`config.mk`:
```
export PLATFORM = sky130hd
export DESIGN_NAME = serial_paralelo
export DESIGN_NICKNAME = d
export VERILOG_FILES = /design/src/rtl/serial_paralelo.sv
export SDC_FILE = /design/constraint.sdc
export NUM_CORES = 1
export LEC_CHECK = 0
export ABC_AREA = 1
export CELL_PAD_IN_SITES_DETAIL_PLACEMENT = 0
export CELL_PAD_IN_SITES_GLOBAL_PLACEMENT = 1
export CORE_MARGIN = 1.5
export CORE_UTILIZATION = 41
export DETAILED_ROUTE_END_ITERATION = 6
export GPL_ROUTABILITY_DRIVEN = 0
export PLACE_DENSITY = 0.81
export SLEW_MARGIN = 25
export SYNTH_ARGS = -nofsm -noshare
export SYNTH_HDL_FRONTEND = slang
export SYNTH_SLANG_ARGS = --single-unit
```
`constraint.sdc`:
```
create_clock -name clk_32f -period 1.7 [get_ports clk_32f]
set_clock_uncertainty 0.15 [all_clocks]
set_input_delay 0.34 -clock clk_32f [delete_from_list [all_inputs] [get_ports clk_32f]]
set_output_delay 0.34 -clock clk_32f [all_outputs]
set_load 0.01 [all_outputs]
```
`src/rtl/serial_paralelo.sv`:
```
// serial_paralelo: serial-to-parallel receiver with COM-symbol byte alignment.
// Hunts bit by bit for the COM idle symbol, confirms alignment with a run of
// LOCK_COUNT COMs on byte boundaries, then delivers every non-COM byte.
// Ports:
//   clk_32f   - bit clock, one serial bit per rising edge
//   reset     - asynchronous, active-high
//   in_serial - serial data, MSB first
//   data_out  - last received data byte
//   valid_out - high for the byte period of each delivered data byte
//   active    - link locked, sticky until reset
module serial_paralelo #(
    parameter logic [7:0]  COM        = 8'hBC,
    parameter int unsigned LOCK_COUNT = 4
) (
    input  logic       clk_32f,
    input  logic       reset,
    input  logic       in_serial,
    output logic [7:0] data_out,
    output logic       valid_out,
    output logic       active
);

    localparam int unsigned BYTE_W = 8;
    localparam int unsigned BIT_W  = 3;
    localparam int unsigned COM_W  = 4;

    typedef enum logic [1:0] {
        SEARCH,
        LOCK,
        ACTIVE
    } state_t;

    state_t              state, state_n;
    // Only the seven most recent bits are ever needed to form the next byte.
    logic [BYTE_W-2:0]   sr;
    logic [BYTE_W-1:0]   nxt;
    logic [BIT_W-1:0]    bit_cnt, bit_cnt_n;
    logic [COM_W-1:0]    com_cnt, com_cnt_n, com_sat;
    logic [BYTE_W-1:0]   data_n;
    logic                valid_n;
    logic                active_n;
    logic                boundary;
    logic                is_com;

    // Byte that is complete after the current edge, and boundary detection.
    always_comb begin
        nxt      = {sr, in_serial};
        boundary = (bit_cnt == BIT_W'(7));
        is_com   = (nxt == COM);
        // Incremented COM run, saturating at LOCK_COUNT.
        if (com_cnt >= COM_W'(LOCK_COUNT)) begin
            com_sat = COM_W'(LOCK_COUNT);
        end else begin
            com_sat = com_cnt + COM_W'(1);
        end
    end

    // Next-state and next-output logic.
    always_comb begin
        state_n   = state;
        bit_cnt_n = bit_cnt + BIT_W'(1);
        com_cnt_n = com_cnt;
        data_n    = data_out;
        valid_n   = valid_out;
        active_n  = active;

        unique case (state)
            SEARCH: begin
                // Bit-level hunt: any edge may complete a COM.
                if (is_com) begin
                    bit_cnt_n = '0;
                    com_cnt_n = COM_W'(1);
                    state_n   = LOCK;
                end
            end
            LOCK: begin
                if (boundary) begin
                    if (is_com) begin
                        com_cnt_n = com_sat;
                        if (com_sat == COM_W'(LOCK_COUNT)) begin
                            state_n  = ACTIVE;
                            active_n = 1'b1;
                        end
                    end else begin
                        // Straddling false match or broken run: hunt again.
                        com_cnt_n = '0;
                        state_n   = SEARCH;
                    end
                end
            end
            ACTIVE: begin
                if (boundary) begin
                    if (is_com) begin
                        valid_n = 1'b0;
                    end else begin
                        data_n  = nxt;
                        valid_n = 1'b1;
                    end
                end
            end
            default: begin
                state_n = SEARCH;
            end
        endcase
    end

    // State and output registers.
    always_ff @(posedge clk_32f or posedge reset) begin
        if (reset) begin
            state     <= SEARCH;
            sr        <= '0;
            bit_cnt   <= '0;
            com_cnt   <= '0;
            data_out  <= '0;
            valid_out <= 1'b0;
            active    <= 1'b0;
        end else begin
            state     <= state_n;
            sr        <= nxt[BYTE_W-2:0];
            bit_cnt   <= bit_cnt_n;
            com_cnt   <= com_cnt_n;
            data_out  <= data_n;
            valid_out <= valid_n;
            active    <= active_n;
        end
    end

endmodule

```
Word level (Yosys, flattened, before mapping)
Index checks and enable logic that the tools add are counted.
{"block": "op_classes", "n_eq_ne": 8, "n_reduce_logical": 7, "n_addsub": 2, "n_mux": 13, "bitwise_logic": 2, "n_lt_le_gt_ge": 1}
{"cell": "$mux 4", "count": 4}
{"cell": "$eq 8x8->1 const B", "count": 1}
{"cell": "$mux 2", "count": 4}
{"cell": "$pmux 4 s2", "count": 1}
{"cell": "$reduce_and 4->1", "count": 2}
{"cell": "$mux 3", "count": 2}
{"cell": "$pmux 2 s3", "count": 1}
{"cell": "$reduce_and 3->1", "count": 2}
{"cell": "$add 4x1->4 const B", "count": 1}
{"cell": "$eq 4x3->1 const B", "count": 1}
{"cell": "$ge 4x3->1 const B", "count": 1}
{"cell": "$ne 2x2->1 const B", "count": 2}
{"cell": "$add 3x1->3 const B", "count": 1}
{"cell": "$eq 3x3->1 const B", "count": 1}
{"cell": "$ne 3x3->1 const B", "count": 1}
{"cell": "$eq 2x1->1 const B", "count": 1}
{"cell": "$eq 2x2->1 const B", "count": 1}
{"cell": "$logic_not 2->1", "count": 1}
{"cell": "$not 1->1", "count": 2}
{"cell": "$reduce_and 2->1", "count": 1}
{"cell": "$reduce_bool 2->1", "count": 1}
{"cell": "$mux 1", "count": 1}
{"block": "totals", "reg_bits": 26, "out_inout_bits": 10, "inputBits": 3}

Depth between registers and ports, before layout
Gate-level depths: netlist of the first run.
{"block": "logic_depth", "depth_word": 7, "mapped_depth": 8, "mapped_depth_nobuf": 8}

Worst setup path before layout of the first run
No wires, ideal clock.
{"block": "synth_path", "path_type": "flip-flop to flip-flop", "from": "register bit_cnt[0]", "to": "register state[0]", "slack_ns": 0.232, "setup_ns": 0.121, "arrival_time_ns": 1.197, "path_stages_with_launch": 8, "synth_period_minus_slack_ns": 1.468, "n_path_buf": 0, "required_ns": 1.429, "path_cell_list": "dfrtp_1 ha_1 ha_1 inv_1 nand2_1 a21boi_4 nand3_1 nand2_1"}
{"block": "synth_via", "elab_chain_len": 3}
{"item": "start: declaration", "line_no": "37", "source": "logic [BIT_W-1:0] bit_cnt, bit_cnt_n;"}
{"item": "start signal: assignment", "line_no": "120", "source": "bit_cnt <= bit_cnt_n;"}
{"item": "$eq 3x3->1", "line_no": "48", "source": "boundary = (bit_cnt == BIT_W'(7));"}
{"item": "$ne 2x2->1 (no source line)"}
{"item": "$reduce_and 4->1 (no source line)"}
{"item": "end signal: assignment", "line_no": "118", "source": "state <= state_n;"}
{"item": "end: declaration", "line_no": "33", "source": "state_t state, state_n;"}
No other way between the ends.
A chain may end at the register's enable or synchronous reset.

Worst setup path in the final report of the first run
{"block": "layout_path", "from": "register com_cnt[0]", "to": "register state[0]"}
{"block": "layout_via", "elab_chain_len": 5, "elab_cells_between_ends": 6}
{"item": "start: declaration", "line_no": "38", "source": "logic [COM_W-1:0] com_cnt, com_cnt_n, com_sat;"}
{"item": "start signal: assignment", "line_no": "121", "source": "com_cnt <= com_cnt_n;"}
{"item": "$add 4x1->4 or $ge 4x3->1 (tied branches)", "line_no": "54, 51"}
{"item": "$mux 4 *", "line_no": "51", "source": "if (com_cnt >= COM_W'(LOCK_COUNT)) begin"}
{"item": "$eq 4x3->1 *", "line_no": "80", "source": "if (com_sat == COM_W'(LOCK_COUNT)) begin"}
{"item": "$ne 3x3->1 (no source line) *"}
{"item": "$reduce_and 4->1 (no source line) *"}
Mark *: on every way between the ends. The rest lies on a longest branch, timed or not.

==> out/qor.csv, run 1 <==
stage,metric,value,unit
logic_synthesis,ys flop type,dfrtp_1,
global_route,largest net degree at the start of global routing,27,
finish,area of the multi-input gates,404,um2
finish,total area of sequential cells,651,um2
placed_design,PortBufs,12,
sta,Final period util,94.2,%
placed_design,dpl ws,-107,ps
pwr,leakage power,0.000765,uW
setup_path,worst-path maximum fanout,3,
global_route,total track usage,14.5,%
drt,# DRC,0,
setup_path,critical path capture point type,flop,
finish,Antenna Cells,0,
sta,fin worst setup slack,98.5,ps
run_status,outcome,completed,
sta,count of pins over their slew limit,0,
setup_path,slowest cell delay on critical path,430,ps
floorplan,die width,55.4,um
finish,fraction of layout instances using a drive strength above 1,15.6,%
setup_path,CP Data Arrival Time,1680,ps
clocking,H-tree levels,1,
logic_synthesis,cell taking the most area after synthesis,dfrtp_1,
logic_synthesis,Post-synth EDFFs,0,
sta,"Setup violations, final",0,
drt,initial drt markers,19,
logic_synthesis,Yosys cell types,17,
floorplan,Die Span Y,55.4,um
drt,post-route ant nets,0,
logic_synthesis,syn_area_per_cell,9.61,um2
global_route,vias in the first global route,820,
placed_design,post-DP HPWL,1390,um
logic_synthesis,sequential fraction of the synthesis area,57.8,%
sta,Tightest Pin Transition,327,ps
clocking,clk root buf,clkbuf_4,
logic_synthesis,share of the synthesized area in the top cell type,57.8,%
sta,slew margin rel.,78.2,%
logic_synthesis,Synth top cells by count,"34 x nand2_1, 26 x dfrtp_1, 15 x inv_1",
setup_path,most common cell type on the critical path,nand2_1,
logic_synthesis,"flops & latches, synth",26,
logic_synthesis,Synth area leaders,"dfrtp_1 58%, nand2_1 11%, inv_1 5.0%",
global_route,first-pass GRT wire length,3510,um
finish,fillers,240,
drt,drt wl/cell,11.2,um
drt,DRT Wirelength,1860,um
logic_synthesis,YS warnings,0,
setup_path,Worst EP required,1780,ps
floorplan,row count,18,
finish,Area Overhead vs Synth,17.6,%
flow_run,max-cap viol count,0,
clocking,Clock transition at path regs,140,ps
drt,Avg Vias per Cell,4.77,
clocking,CTS tree,yes,
finish,fin nets,142,
drt,routed vias,787,
setup_path,CP Cell Sequence,ha_1 -> o21ai_0 -> nand2_1 -> inv_1 -> nor2_1 -> o21bai_1 -> nand2_1,
clocking,CTS max path bufs,2,
clocking,# clock sinks,26,
setup_path,Setup Crit Path Kind,reg2reg,
hold_path,Worst Hold Class,in2async,
logic_synthesis,Synth Instances,117,
global_route,total gr overflow,0,
clocking,Skew-Pair Late Insertion Delay,330,ps
pwr,Design Power,1370,uW
sta,Hold Fails Final Rpt,0,
logic_synthesis,Mapped Nets,123,
setup_path,Critical-path top delay cell,dfrtp_1,
pwr,VDD IR max,0.000580,V
sta,f_max,624,MHz
sta,RSZ-0062 raised after global routing,false,
global_route,antenna violations before repair,0,
pwr,Pwr Density,1040,nW/um2
sta,crit path time final,1600,ps
floorplan,Die Area,3070,um2
setup_path,Worst setup SP type,flop,
clocking,CTS Buf Count,3,
floorplan,Initial Utilization,44.2,%
floorplan,# IOs,13,
floorplan,core area,2540,um2
logic_synthesis,cell with the most instances after synthesis,nand2_1,
logic_synthesis,Post-synth ARST share,100,%
logic_synthesis,Post-Syn Area,1120,um2
drt,first drt pass iteration count,4,
flip-flops by register name (all words and copies together), names as in the netlist:
name	count
com_cnt	4
valid_out	1
sr	7
active	1
data_out	8
state	2
bit_cnt	3
logic make-up after synthesis:
logic type	after synthesis	synth area share [%]
AOI/OAI and AO/OA	9	5.78
adders and majority gates	3	3.34
buffers and inverters	18	6.67
DFF	26	57.8
and+or+nand+nor	61	26.4
timing repair:
item,CTS,global route
setup buffers,0,0
resized for setup,10,1
hold buffers,0,0
pin swaps,0,0
setup endpoints to repair,10,4
final timing paths:
check	from	end	slack (ps)	cells after the start
worst min-delay path	reset	valid_out$_DFFE_PP0P_	190	3
worst min register to register	sr[5]$_DFF_PP0_	sr[6]$_DFF_PP0_	260	0
worst max-delay path	com_cnt[0]$_DFFE_PP0P_	state[0]$_DFFE_PP0P_	100	7
min in group clk_32f	sr[5]$_DFF_PP0_	sr[6]$_DFF_PP0_	260	0
worst max register to register	com_cnt[0]$_DFFE_PP0P_	state[0]$_DFFE_PP0P_	100	7
max in group asynchronous	reset	com_cnt[1]$_DFFE_PP0P_	950	3
metal layers:
metal	GRT usage [%]	vias to the layer above	part of all wire (%)	wire [um]
li1	-	400	-	-
met1	20.0	372	51	951
met2	21.9	11	44	812
met3	2.34	4	2.7	51
met4	7.32	0	2.2	40
met5	0	-	0	0
cells in the final DEF (no fill, tap or decap), drive strengths merged:
master,synthesis,routed
a21boi,1,1
a31o,1,1
buf,1,3
clkbuf,0,4
clkdlybuf4s50,0,2
dfrtp,26,26
dlygate4sd2,0,10
ha,3,3
inv,17,17
nand2,41,41
nand3,10,10
nand4,2,2
nor2,8,8
o21ai,6,6
o21bai,1,1
worst max-delay path, delay by kind of cell, from the launching register on:
kind,cells,cell delay [ps]
flip-flops,1,430
AO/OA/AOI/OAI,2,330
adder cells (fa/ha/maj),1,320
AND/OR/NAND/NOR,3,190
buffers and inverters,1,100
final cells by class:
cell class	count	area share, %
flip-flops and latches	26	49.2
inverters	17	4.82
multi-input cells	73	30.6
clock buffers	4	2.74
well taps	30	2.84
repair buffers	15	9.84
power by group:
part,leakage (uW),switching [uW],internal (uW)
registers,0.000329,32.6,680
logic,0.000414,207,134
clock network,0.0000210,186,131
total,0.000765,425,945
stage by stage:
step	cells	hold slack, ps	instance area [um2]	utilization, %	TNS (ps)
final	165	195	1320	52.0	0
after global routing	165	264	1320	52.0	0
after CTS	165	208	1320	51.8	0
after detailed placement	161	235	1290	50.8	-466
after global placement	161	228	1290	50.8	-265
after floorplan	117	221	1120	-	0
(Power assumes the default switching activity.)
==> inputs of run 2 (changes only) <==
- CORE_UTILIZATION: 41 -> 34
- CTS_CLUSTER_DIAMETER: not set -> 60
- PLACE_DENSITY: 0.81 -> 0.7
- SLEW_MARGIN: 25 -> 10
==> out/qor.csv, run 2 (same netlist as run 1, synthesis figures left out) <==
stage,metric,value,unit,change
clocking,# clock sinks,26,,unchanged
finish,Area Overhead vs Synth,19.4,%,was 17.6%
global_route,antenna violations before repair,0,,unchanged
clocking,Skew-Pair Late Insertion Delay,320,ps,was 330 ps
clocking,clk root buf,clkbuf_4,,unchanged
setup_path,"setup slack, reg-to-reg",140,ps,was 100 ps
finish,most frequent cells in the layout,"34 x nand2_1, 26 x dfrtp_1, 14 x inv_1",,"was 34 x nand2_1, 26 x dfrtp_1, 15 x inv_1"
drt,first drt pass iteration count,4,,unchanged
sta,Tightest Pin Transition,342,ps,was 327 ps
setup_path,worst reg2reg path depth,7,,unchanged
pwr,Design Power,1370,uW,about the same
placed_design,PortBufs,12,,unchanged
floorplan,Initial Utilization,36.3,%,was 44.2%
setup_path,Worst setup SP type,flop,,unchanged
global_route,vias in the first global route,793,,was 820
sta,Final period util,91.9,%,was 94.2%
global_route,first-pass GRT wire length,3480,um,was 3510 um
clocking,Clock transition at path regs,140,ps,about the same
drt,Avg Vias per Cell,4.40,,was 4.77
clocking,CTS max path bufs,2,,unchanged
floorplan,Die Span Y,60.5,um,was 55.4 um
clocking,"Setup Fix Bufs, Post-CTS",0,,unchanged
drt,DRT Wirelength,1930,um,was 1860 um
floorplan,die width,60.5,um,was 55.4 um
sta,RSZ-0062 raised after global routing,false,,unchanged
finish,Largest register FFs,8,,unchanged
global_route,total track usage,12.8,%,was 14.5%
setup_path,worst-path maximum fanout,3,,unchanged
setup_path,critical path capture point type,flop,,unchanged
finish,Antenna Cells,0,,unchanged
placed_design,post-DP HPWL,1390,um,about the same
flow_run,max-cap viol count,0,,unchanged
finish,final core area utilization,43.3,%,was 52.0%
setup_path,Worst EP required,1780,ps,about the same
run_status,outcome,completed,,unchanged
floorplan,Die Area,3660,um2,was 3070 um2
pwr,Pwr Density,1020,nW/um2,was 1040 nW/um2
sta,"Setup violations, final",0,,unchanged
finish,fraction of layout instances using a drive strength above 1,17.0,%,was 15.6%
hold_path,Worst Hold Class,in2async,,unchanged
finish,biggest regs,"data_out x8, sr x7, com_cnt x4",,unchanged
setup_path,end point of the critical path,state[0]$_DFFE_PP0P_,,unchanged
clocking,CTS tree,yes,,unchanged
setup_path,worst flop-to-flop path startpoint,com_cnt[0]$_DFFE_PP0P_,,unchanged
finish,Top reg by flops,data_out,,unchanged
floorplan,core area,3100,um2,was 2540 um2
sta,slew margin rel.,77.1,%,was 78.2%
sta,count of pins over their slew limit,0,,unchanged
drt,drt wl/cell,10.8,um,was 11.2 um
floorplan,# IOs,13,,unchanged
drt,initial drt markers,17,,was 19
setup_path,Setup Crit Path Kind,reg2reg,,unchanged
setup_path,CP Data Arrival Time,1640,ps,was 1680 ps
drt,post-route ant nets,0,,unchanged
clocking,H-tree levels,1,,unchanged
sta,Hold Fails Final Rpt,0,,unchanged
finish,fin nets,142,,unchanged
setup_path,CP startpoint,com_cnt[0]$_DFFE_PP0P_,,unchanged
pwr,leakage power,0.000763,uW,was 0.000765 uW
pwr,VDD IR max,0.000456,V,was 0.000580 V
clocking,CTS Buf Count,3,,unchanged
sta,crit path time final,1560,ps,was 1600 ps
finish,"commonest non-fill, non-tap cell in the layout",nand2_1,,unchanged
drt,routed vias,787,,unchanged
drt,# DRC,0,,unchanged
sta,f_max,640,MHz,was 624 MHz
global_route,total gr overflow,0,,unchanged
global_route,largest net degree at the start of global routing,27,,unchanged
floorplan,row count,20,,was 18
setup_path,Reg-to-Reg End,state[0]$_DFFE_PP0P_,,unchanged
[run 2: cell count changes in the layout (fill, tap and decap cells not counted)]
cell / previous run / this run
ha_1: 3 / 2
ha_2: 0 / 1
inv_1: 15 / 14
inv_2: 2 / 3
[run 2: power by group]
group          leakage (uW)  switching (uW)  internal [uW]
combinational      0.000413             212            140
clock             0.0000210             179            131
sequential         0.000329            30.6            679
total              0.000763             421            951
[run 2: critical path, cell delays in order (launching register included)]
cell	delay (ps)
dfrtp_1	430
ha_1	310
o21ai_0	170
nand2_1	70
inv_1	100
nor2_1	60
o21bai_1	130
nand2_1	70
[run 2: cell type report]
cell class	count	area (um2)
Fill cell	332	1760
Inverter	17	63.8
Clock buffer	4	36.3
Sequential cell	26	651
Multi-Input combinational cell	73	407
Timing Repair Buffer	15	130
Tap cell	44	55.1
[run 2: repair_timing]
action                                  CTS  global route
hold buffers                              0             0
endpoints found under the setup margin   10            10
resized for setup                        10             3
[run 2: routing by layer]
| metal | up-vias | share of wire [%] | GRT usage, % |
|---|---|---|---|
| li1 | 403 | - | - |
| met5 | - | 0 | 0 |
| met3 | 4 | 3.2 | 2.77 |
| met4 | 0 | 1.2 | 5.59 |
| met1 | 367 | 48 | 16.7 |
| met2 | 13 | 48 | 20.8 |
[run 2: how the worst min path moves through the flow]
stage                                        to  slack [ps]  depth (start not counted)
after global placement          sr[1]$_DFF_PP0_         230                          0
final                     valid_out$_DFFE_PP0P_         190                          3
after global routing      valid_out$_DFFE_PP0P_         230                          3
after floorplan                 sr[0]$_DFF_PP0_         220                          0
after detailed placement        sr[2]$_DFF_PP0_         240                          0
after CTS                 valid_out$_DFFE_PP0P_         200                          3
[run 2: stage by stage]
stage	instance area, um2	hold WS [ps]	instances	setup WS (ps)	TNS [ps]
3_5_place_dp	1310	238	175	-105	-574
2_1_floorplan	1120	221	117	232	0
3_3_place_gp	1310	227	175	-65.4	-307
4_1_cts	1340	202	179	97.8	0
5_1_grt	1340	225	179	6.68	0
6_report	1340	194	179	137	0
==> inputs of run 3 (changes only) <==
- CAP_MARGIN: not set -> 20
==> results of run 3 <==
Final layout, timing and power as in run 2 (identical DEF).
